## config.mk

```make
export PLATFORM = sky130hd
export DESIGN_NAME = mem_wb_latch_flat
export DESIGN_NICKNAME = d
export VERILOG_FILES = /design/src/rtl/mem_wb_latch_pkg.sv /design/src/rtl/mem_wb_latch_if.sv /design/src/rtl/mem_wb_latch_wb_decode.sv /design/src/rtl/mem_wb_latch.sv /design/src/flat_wrapper.sv
export SDC_FILE = /design/constraint.sdc
export NUM_CORES = 1
export LEC_CHECK = 0
export BUFFER_PORTS_ARGS = -buffer_cell sky130_fd_sc_hd__buf_2
export CAP_MARGIN = 40
export CORE_ASPECT_RATIO = 1.25
export CORE_MARGIN = 3
export CORE_UTILIZATION = 50
export DETAILED_ROUTE_END_ITERATION = 7
export GPL_TIMING_DRIVEN = 1
export PLACE_DENSITY = 0.81
export REMOVE_ABC_BUFFERS = 1
export SYNTH_ARGS = -nofsm -noshare
export SYNTH_HDL_FRONTEND = slang
export SYNTH_SLANG_ARGS = --single-unit
```

## constraint.sdc

```tcl
create_clock -name i_clk -period 2 [get_ports i_clk]
set_input_delay 0.1 -clock i_clk [delete_from_list [all_inputs] [get_ports i_clk]]
set_output_delay 0.1 -clock i_clk [all_outputs]
set_load 0.01 [all_outputs]
```

## src/rtl/mem_wb_latch_pkg.sv

```systemverilog
// rtl/mem_wb_latch_pkg.sv - shared processor constants for the MEM/WB stage
package mem_wb_latch_pkg;

    localparam logic [4:0] OP_ALU  = 5'b00000;
    localparam logic [4:0] OP_ADDI = 5'b00101;
    localparam logic [4:0] OP_LW   = 5'b01000;
    localparam logic [4:0] OP_JAL  = 5'b00011;

    localparam logic [4:0] LINK_REG = 5'd31;

    localparam int OPC_HI = 31;
    localparam int OPC_LO = 27;
    localparam int RD_HI  = 26;
    localparam int RD_LO  = 22;

    function automatic logic [4:0] get_opcode(input logic [31:0] instr);
        return instr[OPC_HI:OPC_LO];
    endfunction

    function automatic logic [4:0] get_rd(input logic [31:0] instr);
        return instr[RD_HI:RD_LO];
    endfunction

endpackage

```

## src/rtl/mem_wb_latch_if.sv

```systemverilog
// rtl/mem_wb_latch_if.sv - MEM/WB stage bus between pipeline control and latch
interface mem_wb_latch_if #(
    parameter int RETIRE_W = 32
);
    logic                i_stall;
    logic                i_flush;
    logic                i_valid_in;
    logic [31:0]         i_instruction_in;
    logic [31:0]         i_alu_result_in;
    logic [31:0]         i_mem_data_in;
    logic [31:0]         i_pc_plus_one_in;
    logic [31:0]         o_instruction_out;
    logic                o_valid_out;
    logic                o_wb_enable;
    logic [4:0]          o_wb_dest;
    logic [31:0]         o_wb_data;
    logic [RETIRE_W-1:0] o_retire_count;

    modport master (
        output i_stall, i_flush, i_valid_in, i_instruction_in,
               i_alu_result_in, i_mem_data_in, i_pc_plus_one_in,
        input  o_instruction_out, o_valid_out, o_wb_enable, o_wb_dest,
               o_wb_data, o_retire_count
    );

    modport slave (
        input  i_stall, i_flush, i_valid_in, i_instruction_in,
               i_alu_result_in, i_mem_data_in, i_pc_plus_one_in,
        output o_instruction_out, o_valid_out, o_wb_enable, o_wb_dest,
               o_wb_data, o_retire_count
    );
endinterface

```

## src/rtl/mem_wb_latch_wb_decode.sv

```systemverilog
// rtl/mem_wb_latch_wb_decode.sv - write-back opcode classification
module wb_decode
    import mem_wb_latch_pkg::*;
(
    input  logic [31:0] i_instruction,
    output logic        o_is_write,
    output logic        o_is_lw,
    output logic        o_is_jal
);
    logic [4:0] w_opcode;

    assign w_opcode = get_opcode(i_instruction);

    always_comb begin
        o_is_write = 1'b0;
        o_is_lw    = 1'b0;
        o_is_jal   = 1'b0;
        case (w_opcode)
            OP_ALU, OP_ADDI: o_is_write = 1'b1;
            OP_LW: begin
                o_is_write = 1'b1;
                o_is_lw    = 1'b1;
            end
            OP_JAL: begin
                o_is_write = 1'b1;
                o_is_jal   = 1'b1;
            end
            default: o_is_write = 1'b0;
        endcase
    end
endmodule

```

## src/rtl/mem_wb_latch.sv

```systemverilog
// rtl/mem_wb_latch.sv - MEM/WB pipeline register with write-back decode and retire counter
module mem_wb_latch
    import mem_wb_latch_pkg::*;
#(
    parameter int RETIRE_W = 32
) (
    input  logic            i_clk,
    input  logic            i_rst_n,
    mem_wb_latch_if.slave   bus
);
    logic [31:0]         r_instr;
    logic                r_valid;
    logic [31:0]         r_alu_result;
    logic [31:0]         r_mem_data;
    logic [31:0]         r_pc_plus_one;
    logic [RETIRE_W-1:0] r_retire;

    logic       w_is_write;
    logic       w_is_lw;
    logic       w_is_jal;
    logic [4:0] w_dest;

    always_ff @(posedge i_clk or negedge i_rst_n) begin
        if (!i_rst_n) begin
            r_instr       <= 32'h0;
            r_valid       <= 1'b0;
            r_alu_result  <= 32'h0;
            r_mem_data    <= 32'h0;
            r_pc_plus_one <= 32'h0;
            r_retire      <= '0;
        end else begin
            // Retirement is judged on the outgoing contents, so a flush still counts it.
            if (r_valid && !bus.i_stall) begin
                r_retire <= r_retire + 1'b1;
            end
            if (bus.i_flush) begin
                r_instr <= 32'h0;
                r_valid <= 1'b0;
            end else if (!bus.i_stall) begin
                r_instr       <= bus.i_instruction_in;
                r_valid       <= bus.i_valid_in;
                r_alu_result  <= bus.i_alu_result_in;
                r_mem_data    <= bus.i_mem_data_in;
                r_pc_plus_one <= bus.i_pc_plus_one_in;
            end
        end
    end

    wb_decode u_wb_decode (
        .i_instruction (r_instr),
        .o_is_write    (w_is_write),
        .o_is_lw       (w_is_lw),
        .o_is_jal      (w_is_jal)
    );

    assign w_dest = w_is_jal ? LINK_REG : get_rd(r_instr);

    assign bus.o_instruction_out = r_instr;
    assign bus.o_valid_out       = r_valid;
    assign bus.o_wb_dest         = w_dest;
    assign bus.o_wb_enable       = r_valid && w_is_write && (w_dest != 5'd0);
    assign bus.o_wb_data         = w_is_lw  ? r_mem_data :
                                   w_is_jal ? r_pc_plus_one : r_alu_result;
    assign bus.o_retire_count    = r_retire;
endmodule

```

## src/flat_wrapper.sv

```systemverilog
// flat-port wrapper written by rule: the top's interface ports become plain ports
module mem_wb_latch_flat import mem_wb_latch_pkg::*;
#(
    parameter int RETIRE_W = 32
)
  (i_clk, i_rst_n, bus_i_stall, bus_i_flush, bus_i_valid_in, bus_i_instruction_in, bus_i_alu_result_in, bus_i_mem_data_in, bus_i_pc_plus_one_in, bus_o_instruction_out, bus_o_valid_out, bus_o_wb_enable, bus_o_wb_dest, bus_o_wb_data, bus_o_retire_count);
  mem_wb_latch_if #(.RETIRE_W(RETIRE_W)) bus_i ();
  input  logic i_clk;
  input  logic i_rst_n;
  input wire logic [$bits(bus_i.i_stall)-1:0] bus_i_stall;
  input wire logic [$bits(bus_i.i_flush)-1:0] bus_i_flush;
  input wire logic [$bits(bus_i.i_valid_in)-1:0] bus_i_valid_in;
  input wire logic [$bits(bus_i.i_instruction_in)-1:0] bus_i_instruction_in;
  input wire logic [$bits(bus_i.i_alu_result_in)-1:0] bus_i_alu_result_in;
  input wire logic [$bits(bus_i.i_mem_data_in)-1:0] bus_i_mem_data_in;
  input wire logic [$bits(bus_i.i_pc_plus_one_in)-1:0] bus_i_pc_plus_one_in;
  output wire logic [$bits(bus_i.o_instruction_out)-1:0] bus_o_instruction_out;
  output wire logic [$bits(bus_i.o_valid_out)-1:0] bus_o_valid_out;
  output wire logic [$bits(bus_i.o_wb_enable)-1:0] bus_o_wb_enable;
  output wire logic [$bits(bus_i.o_wb_dest)-1:0] bus_o_wb_dest;
  output wire logic [$bits(bus_i.o_wb_data)-1:0] bus_o_wb_data;
  output wire logic [$bits(bus_i.o_retire_count)-1:0] bus_o_retire_count;
  assign bus_i.i_stall = bus_i_stall;
  assign bus_i.i_flush = bus_i_flush;
  assign bus_i.i_valid_in = bus_i_valid_in;
  assign bus_i.i_instruction_in = bus_i_instruction_in;
  assign bus_i.i_alu_result_in = bus_i_alu_result_in;
  assign bus_i.i_mem_data_in = bus_i_mem_data_in;
  assign bus_i.i_pc_plus_one_in = bus_i_pc_plus_one_in;
  assign bus_o_instruction_out = bus_i.o_instruction_out;
  assign bus_o_valid_out = bus_i.o_valid_out;
  assign bus_o_wb_enable = bus_i.o_wb_enable;
  assign bus_o_wb_dest = bus_i.o_wb_dest;
  assign bus_o_wb_data = bus_i.o_wb_data;
  assign bus_o_retire_count = bus_i.o_retire_count;
  mem_wb_latch #(.RETIRE_W(RETIRE_W)) u_core (.i_clk(i_clk), .i_rst_n(i_rst_n), .bus(bus_i));
endmodule
```

==> results.toml, run 1 <==
[outcome]
status = "complete, but fails checks"
violations = "setup timing"

[synth]
synth_cell_types = 39
synthArstFlopShare = 1.000
netlist_area_um2 = 7097
synth_edf_count = 0
synthFlopType = "dfrtp_1"
synth_warnings = 0
ys_seq_area_frac = 0.5677
avgSynthCellArea_um2 = 12.63
ys_ff_latch = 161
synthCells = 562

[layout]
stdcell_count = 1137
drive_gt1_frac = 0.4515
nets = 1080
final_util = 0.7784
area_growth_pct = 52.17

[power_and_ir_drop]
leakagePower_nw = 5.168
power.total_mw = 8.712
combPwrFrac = 0.190
ir_drop_uv = 633.7
p_switching_mw = 2.473
clkPwrFrac = 0.358
p_int_mw = 6.239
seq_power_share = 0.451
p_per_area_nw_per_um2 = 806.7
p_sw_frac = 0.2839

[die]
dieHeight_um = 139.2
rows = 48
fp.dieW_um = 112.6
core_um2 = 13870
initial_utilization = 0.5115
die_area_um2 = 15670
top_level_ports = 236

[timing]
setup_ws_ps = -206.0
fmax_mhz = 453.3
fin_skew_ps = 7.685
fin_crit_sh = 1.103
period_needed_ps = 2206
setup_viol = 36
hold_viol_final = 0
relSlewSlack = 0.6547
worstMarginPinSlew_ps = 517.9
maxSlewViolCount = 0
grt_setup_unrepaired = "true"
whs_ps = 16.15

[setup_path]
worstSetupStartpointType = "register"
path_buf_inv = 3
crit_type = "register to primary output"
cp_data_arrival_time_ps = 2110
path_cells = "nand4bb_4, nor2_4, buf_12, buf_16, mux2i_2, a21oi_1, buf_2"
worstPathMaxFanout = 5
reg2reg_from = "u_core.bus.o_retire_count[0]"
crit_path_end_kind = "primary output"
critPathSlowestCell = "dfrtp_1"
slowest_delay_ps = 390
path_delay_family = "simple AND/OR/NAND/NOR gates"
required_ps = 1900
setup.worst_path.start = "u_core.bus.o_instruction_out[30]"
regToRegSetupSlack_ps = 160

[place]
dp_worst_setup_slack_ps = 89.87
port_buffers = 235
gp_congestion = 0.8554
dpl.cell_count = 963
dpl.hpwl_mm = 12.59

[detailed_routing]
drt-total-wl_mm = 24.70
via_per_inst = 5.615
wire_per_inst_um = 21.73
drtAntennaViolNets = 0
drc_errors = 0
num_vias = 6384
drtPass1Iterations = 5
drt_iter0_drc = 369

[grt]
grt_usage = 0.2995
grt-ovfl-total = 0
grt_pass1_wl_mm = 36.71
grt_pass1_vias = 6826
antenna_found_initial = 3
grt_max_degree = 65

[run]
cap_violations = 0

[clock_tree]
clkSlewWorstSetupHoldPaths_ps = 70
clockBufferDepth = 2
cts_tree = "done"
clk-insertion-delay-late_ps = 420
cts_made_buffers = 17
h-tree-depth = 4
cts-root-buf = "clkbuf_16"
clkSinkCount = 161

[hold_path]
min_path_type = "input port to register"
hold_start = "bus_i_instruction_in[12]"
## kinds of logic (layout without fill, tap and decap cells)
group,count (synthesis),in the layout,share of synthesized area
simple gates,139,139,0.1021
compound gates,34,34,0.02415
mux,162,162,0.2456
flops,161,161,0.5677
xor+xnor,31,31,0.03826
other cells,0,3,0
fa+ha+maj,1,1,0.001763
buf+inv,34,431,0.02045
## layout by cell type (no fill, tap or decap), drive strengths merged, types with 2 or more instances in the layout
| master | netlist | routed |
|---|---|---|
| nand3 | 9 | 9 |
| or2 | 5 | 5 |
| clkinv | 0 | 7 |
| nand2 | 15 | 15 |
| dlygate4sd3 | 0 | 129 |
| dfrtp | 161 | 161 |
| buf | 13 | 266 |
| nand4 | 7 | 7 |
| xnor2 | 16 | 16 |
| or4 | 2 | 2 |
| diode | 0 | 3 |
| a21oi | 33 | 33 |
| and4 | 4 | 4 |
| nor4 | 3 | 3 |
| nor4b | 2 | 2 |
| mux2i | 65 | 65 |
| xor2 | 15 | 15 |
| clkbuf | 17 | 18 |
| inv | 4 | 9 |
| nor3 | 11 | 11 |
| mux2 | 97 | 97 |
| nor2 | 69 | 69 |
| nor3b | 2 | 2 |
## sequential cells by signal, summed over array words and instances, names as in the netlist
signal	flops
u_core.r_alu_result	32
u_core.r_pc_plus_one	32
u_core.bus.o_retire_count	32
u_core.bus.o_valid_out	1
u_core.bus.o_instruction_out	32
u_core.r_mem_data	32
## stage by stage
| step | cell area (um2) | setup TNS (ps) |
|---|---|---|
| 3_3_place_gp | 8613 | 0 |
| 3_5_place_dp | 8613 | 0 |
| 2_1_floorplan | 6967 | -285280 |
| 6_report | 10800 | -4433 |
| 5_1_grt | 10800 | -7146 |
| 4_1_cts | 10720 | -3367 |
## cell usage after synthesis (2+ instances only)
| library cell | count | area, um2 |
|---|---|---|
| clkbuf_1 | 17 | 63.81 |
| buf_2 | 8 | 40.04 |
| a21oi_1 | 33 | 165.2 |
| buf_1 | 4 | 15.01 |
| or4_1 | 2 | 15.01 |
| nor4b_1 | 2 | 17.52 |
| nor4_1 | 2 | 12.51 |
| nand4_2 | 2 | 25.02 |
| xor2_1 | 15 | 131.4 |
| mux2_2 | 97 | 1092 |
| nor3b_1 | 2 | 15.01 |
| or2_2 | 5 | 31.28 |
| nor3_2 | 4 | 40.04 |
| nand3_1 | 9 | 45.04 |
| nand2_1 | 15 | 56.30 |
| and4_1 | 3 | 26.28 |
| xnor2_1 | 16 | 140.1 |
| inv_1 | 4 | 15.01 |
| nor3_1 | 7 | 35.03 |
| nor2_1 | 68 | 255.2 |
| dfrtp_1 | 161 | 4029 |
| nand4_1 | 5 | 31.28 |
| mux2i_1 | 65 | 650.6 |
## power groups by stage
stage	registers [mW]	clock network (mW)	logic [mW]
6_report	3.93	3.12	1.66
4_1_cts	3.84	3.12	1.51
3_3_place_gp	3.86	0	1.22
2_1_floorplan	3.87	0	0.672
5_1_grt	3.95	3.28	1.76
3_5_place_dp	3.90	0	1.28
## tightest hold or removal path, delay by kind of cell
family | cells | cell delay [ps]
AND/OR/NAND/NOR | 1 | 150
buffers and inverters | 1 | 70
multiplexers | 1 | 60
## layer usage
layer / vias up / track usage / part of all wire
met5: - / 0 / 0
met4: 0 / 0.1297 / 0.044
met3: 91 / 0.07420 / 0.073
met2: 403 / 0.5318 / 0.53
met1: 3145 / 0.3386 / 0.35
li1: 2745 / - / -
## area by class of cell
class | count | area [um2]
fillers | 731 | 3074
flip-flops and latches | 161 | 4031
clock buffers | 18 | 429.2
inverters | 4 | 15.01
well taps | 175 | 219.0
clock inverters | 14 | 130.1
multi-input cells | 367 | 3087
repair buffers | 395 | 2880
diodes | 3 | 7.507
## timing repair
item,CTS,global route
setup endpoints to repair,32,43
pin swaps,4,7
hold endpoints to repair,174,0
setup buffers,8,1
hold buffers,129,0
gates cloned,4,0
resized for setup,15,29
## final timing paths
| check | endpoint | cells past startpoint |
|---|---|---|
| max in group asynchronous | u_core.r_alu_result[29] | 3 |
| max reg2reg | u_core.bus.o_retire_count[18] | 5 |
| max | bus_o_wb_data[26] | 7 |
| min reg2reg | u_core.bus.o_retire_count[29] | 1 |
| min | u_core.bus.o_instruction_out[12] | 3 |
| min in group asynchronous | u_core.bus.o_retire_count[26] | 2 |
No activity file was read; power rests on OpenSTA's default activity.
==> run 2: changes to the inputs <==
Settings changed: CORE_ASPECT_RATIO 1.25 to 0.8, REMOVE_ABC_BUFFERS 1 to unset.
==> run 2 against run 1 <==
Against the previous run: the run still ends with setup timing left; cell count increased by 0.97%; die area unchanged; worst hold slack better by 76 ps; register-to-register slack got worse by 30 ps; via count fell by 0.96%; critical path type unchanged; largest cell class unchanged; largest power group unchanged.
==> results.toml, run 2 (synthesized netlist as in run 1, its figures left out) <==
[setup_path]
regToRegSetupSlack_ps = 130
r2r_end = "u_core.bus.o_retire_count[28]"
worstSetupStartpointType = "register"
slowest_delay_ps = 390
crit_path_end_kind = "primary output"
cp_data_arrival_time_ps = 2030
path_cells = "nand4bb_4, nor2_4, buf_6, buf_12, buf_16, mux2i_1, a21oi_1, buf_2"
path_delay_family = "buffers and inverters"
required_ps = 1900
path_buf_inv = 4
critPathSlowestCell = "dfrtp_1"
worstPathMaxFanout = 7
reg2regPathDepth = 5
crit_type = "register to primary output"
reg2reg_from = "u_core.bus.o_retire_count[5]"

[place]
placed_area_um2 = 8529
dpl.hpwl_mm = 12.23
gp_congestion = 0.8462
port_buffers = 235

[timing]
setup_viol = 37
setup_ws_ps = -134.1
worstMarginPinSlew_ps = 602.8
fin_skew_ps = 7.690
period_needed_ps = 2134
fin_crit_sh = 1.067
fmax_mhz = 468.6
relSlewSlack = 0.5982
whs_ps = 91.83
maxSlewViolCount = 0
grt_setup_unrepaired = "true"
hold_viol_final = 0

[grt]
top_usage_layer = "met2"
grt-ovfl-total = 0
antenna_found_initial = 2
gr-usage-met3 = 0.05877
grt_pass1_vias = 6834
grt_max_degree = 97
grt_usage = 0.2871
met2_usage = 0.5205
grt_use_met1 = 0.3242
grt_pass1_wl_mm = 35.43

[layout]
nets = 1089
final_util = 0.8131
area_growth_pct = 57.42
drive_gt1_frac = 0.4772
design_area_um2 = 11170
final_cell_mix = "buf_2 (226), dfrtp_1 (157), dlygate4sd3_1 (130)"
layout_commonest_cell = "buf_2"

[outcome]
status = "complete, but fails checks"
violations = "setup timing"

[detailed_routing]
drt_iter0_drc = 430
via_per_inst = 5.508
drc_errors = 0
drt-total-wl_mm = 25.02
drtPass1Iterations = 4
drtAntennaViolNets = 0
num_vias = 6323
wire_per_inst_um = 21.79

[clock_tree]
cts_made_buffers = 17
clk-insertion-delay-late_ps = 420
h-tree-depth = 4
clockBufferDepth = 2
clkSlewWorstSetupHoldPaths_ps = 60
cts-root-buf = "clkbuf_16"
clkSinkCount = 161
cts_tree = "done"

[power_and_ir_drop]
ir_drop_uv = 664.9
combPwrFrac = 0.190
p_sw_frac = 0.2701
clkPwrFrac = 0.369
p_per_area_nw_per_um2 = 800.6
leakagePower_nw = 5.264
p_int_mw = 6.528
p_switching_mw = 2.416
seq_power_share = 0.441
power.total_mw = 8.944

[hold_path]
hold_start = "bus_i_stall"
min_path_type = "input port to register"
hold_depth = 3
min_to = "u_core.bus.o_instruction_out[30]"

[die]
core_um2 = 13740
die_area_um2 = 15670
rows = 38
top_level_ports = 236
dieHeight_um = 112.6
fp.dieW_um = 139.2
initial_utilization = 0.5165

[synth]
synth_nets = 696

[run]
cap_violations = 0
run 2: area by class of cell:
type / instances / area, um2
Sequential cell: 161 / 4034
Multi-Input combinational cell: 367 / 3239
Timing Repair Buffer: 404 / 3064
Fill cell: 738 / 2569
Clock buffer: 23 / 488.0
Tap cell: 180 / 225.2
Clock inverter: 7 / 101.3
Inverter: 4 / 15.01
Antenna cell: 2 / 5.005
run 2: how the worst max path moves through the flow:
stage | cells after the start | from | endpoint
global placement | 5 | u_core.bus.o_retire_count[3] | u_core.bus.o_retire_count[30]
detailed placement | 5 | u_core.bus.o_retire_count[3] | u_core.bus.o_retire_count[28]
finish | 8 | u_core.bus.o_instruction_out[29] | bus_o_wb_data[19]
global route | 8 | u_core.bus.o_instruction_out[29] | bus_o_wb_data[26]
floorplan | 5 | u_core.bus.o_instruction_out[29] | bus_o_wb_data[10]
CTS | 8 | u_core.bus.o_instruction_out[30] | bus_o_wb_data[20]
run 2: layer usage:
metal / part of all wire / vias up
met5: 0 / -
met2: 0.53 / 313
met3: 0.052 / 93
met1: 0.37 / 3166
li1: - / 2751
met4: 0.045 / 0
run 2: power groups by stage:
stage	sequential [mW]	combinational [mW]	clock (mW)
after floorplan	3.87	0.685	0
after global placement	3.86	1.19	0
after detailed placement	3.90	1.24	0
after CTS	3.85	1.48	3.29
after global routing	3.97	1.81	3.47
final	3.94	1.70	3.30
run 2: repair_timing:
action | 4_1_cts | 5_1_grt
setup buffers | 9 | 7
resized for setup | 22 | 77
pin swaps | 15 | 17
hold endpoints to repair | 186 | 0
gates cloned | 4 | 6
setup endpoints to repair | 32 | 43
hold buffers | 130 | 0
run 2: worst reg2reg max path, stage by stage, from the launching register on:
cell and delay [ps]:
dfrtp_1 440, nand4_2 180, or4_1 550, buf_4 210
nor3_2 200, xnor2_1 180
run 2: metrics by stage:
step / TNS [ps] / instances / worst slack [ps]
global route: -5090 / 1148 / -206.1
CTS: -2790 / 1134 / -118.6
floorplan: 0 / 562 / 199.5
finish: -2634 / 1148 / -134.1
global placement: 0 / 961 / 195.7
detailed placement: 0 / 961 / 102.1
==> run 3: changes to the inputs <==
Settings changed: SKIP_LAST_GASP set to 1, SLEW_MARGIN set to 20.
==> run 3 against run 2 <==
Against the previous run: core utilization fell by 0.31 points; worst hold slack better by 11 ps; first-iteration DRC count is 5.1% lower; sequential share of layout area increased by 0.14 points; sequential cell count unchanged; the flow still finishes with violations (setup timing); cell count shrank 0.44%; clock skew up 2.5 ps; maximum frequency shrank 1.9%; sequential power barely moved; wire length fell by 0.42%; largest power group unchanged.
==> results.toml, run 3 (synthesized netlist as in run 1, its figures left out) <==
[die]
rows = 38
initial_utilization = 0.5165
die_area_um2 = 15670
fp.dieW_um = 139.2
dieHeight_um = 112.6
top_level_ports = 236
core_um2 = 13740

[timing]
setup_ws_ps = -174.8
worstMarginPinSlew_ps = 602.4
setup_viol = 37
hold_viol_final = 0
grt_setup_unrepaired = "true"
fin_crit_sh = 1.087
maxSlewViolCount = 0
period_needed_ps = 2175
fmax_mhz = 459.8
fin_skew_ps = 10.17
relSlewSlack = 0.5984

[layout]
register_area_um2 = 4034
final_cell_mix = "buf_2 (225), dfrtp_1 (157), dlygate4sd3_1 (130)"
nets = 1086
area_growth_pct = 56.82
multi_input_area_um2 = 3227
diodes = 0
layout_commonest_cell = "buf_2"
drive_gt1_frac = 0.4725
fillers = 737
final_util = 0.8100

[setup_path]
required_ps = 1900
worstSetupStartpointType = "register"
crit_path_end_kind = "primary output"
worstPathMaxFanout = 7
crit_type = "register to primary output"
regToRegSetupSlack_ps = 140
cp_data_arrival_time_ps = 2070

[detailed_routing]
drt_iter0_drc = 408
wire_per_inst_um = 21.80
drtAntennaViolNets = 0
drtPass1Iterations = 5
via_per_inst = 5.544
drt-total-wl_mm = 24.92
num_vias = 6337
drc_errors = 0

[grt]
grt_pass1_wl_mm = 35.60
antenna_found_initial = 0
grt_max_degree = 97
grt-ovfl-total = 0
grt_pass1_vias = 6903
grt_usage = 0.2882

[run]
cap_violations = 0

[power_and_ir_drop]
p_per_area_nw_per_um2 = 802.4
power.total_mw = 8.931
ir_drop_uv = 678.6
leakagePower_nw = 5.251

[clock_tree]
cts-root-buf = "clkbuf_16"
cts_made_buffers = 17
clockBufferDepth = 2
clk-insertion-delay-late_ps = 420
cts_tree = "done"
h-tree-depth = 4
clkSlewWorstSetupHoldPaths_ps = 60
clkSinkCount = 161

[outcome]
violations = "setup timing"
status = "complete, but fails checks"

[hold_path]
min_path_type = "input port to register"

[place]
dpl.hpwl_mm = 12.23
port_buffers = 235
gp_congestion = 0.8462

[synth]
synth_nets = 696
[run 3: changes by cell type in the layout (fill, tap and decap cells not counted), sizes merged]
cell and change:
diode -2, buf -3
[run 3: cell type report]
type / count / area share
inverter: 4 / 0.001349
sequential: 161 / 0.3625
timing repair buffer: 401 / 0.2731
tap: 180 / 0.02024
clock buffer: 23 / 0.04384
clock inverter: 7 / 0.009106
multi-input combinational: 367 / 0.2899
[run 3: where the power goes]
part	internal, mW	switching, mW	total (mW)
combinational	0.944	0.769	1.71
clock	1.97	1.32	3.28
sequential	3.62	0.312	3.93
[run 3: worst paths after layout]
kind / start / end / cells past startpoint
setup / recovery: u_core.bus.o_instruction_out[29] / bus_o_wb_data[18] / 8
setup reg to reg: u_core.bus.o_retire_count[5] / u_core.bus.o_retire_count[28] / 5
max in group asynchronous: i_rst_n / u_core.r_mem_data[14] / 3
hold reg to reg: u_core.bus.o_retire_count[31] / u_core.bus.o_retire_count[31] / 1
hold / removal: bus_i_stall / u_core.bus.o_instruction_out[30] / 3
min in group asynchronous: i_rst_n / u_core.r_pc_plus_one[23] / 2
[run 3: critical path, cell delays in order, from the launching register on]
cell and delay, ps:
dfrtp_1 390, nand4bb_4 250, nor2_4 120, buf_6 120
buf_12 110, buf_16 150, mux2i_2 230, a21oi_1 130
buf_2 160
[run 3: what timing repair did]
item | CTS | global route
resized for setup | 19 | 75
hold buffers | 130 | 0
endpoints found under the hold margin | 186 | 0
setup buffers | 9 | 4
pin swaps | 15 | 12
gates cloned | 4 | 6
endpoints found under the setup margin | 32 | 43
[run 3: layer usage]
layer,track usage,share of wire
met1,0.3217,0.37
met2,0.5244,0.53
met3,0.06175,0.050
met4,0.1421,0.046
met5,0,0
[run 3: stage by stage]
step / worst slack, ps / setup TNS [ps] / std cells / hold slack [ps] / instance area (um2)
after CTS: -118.6 / -2850 / 1134 / 76.12 / 10680
after detailed placement: 102.1 / 0 / 961 / 118.0 / 8529
after floorplan: 199.5 / 0 / 562 / -195.6 / 7097
final: -174.8 / -2265 / 1143 / 102.7 / 11130
after global placement: 195.7 / 0 / 961 / 104.0 / 8529
after global routing: -247.9 / -5018 / 1143 / 128.0 / 11130
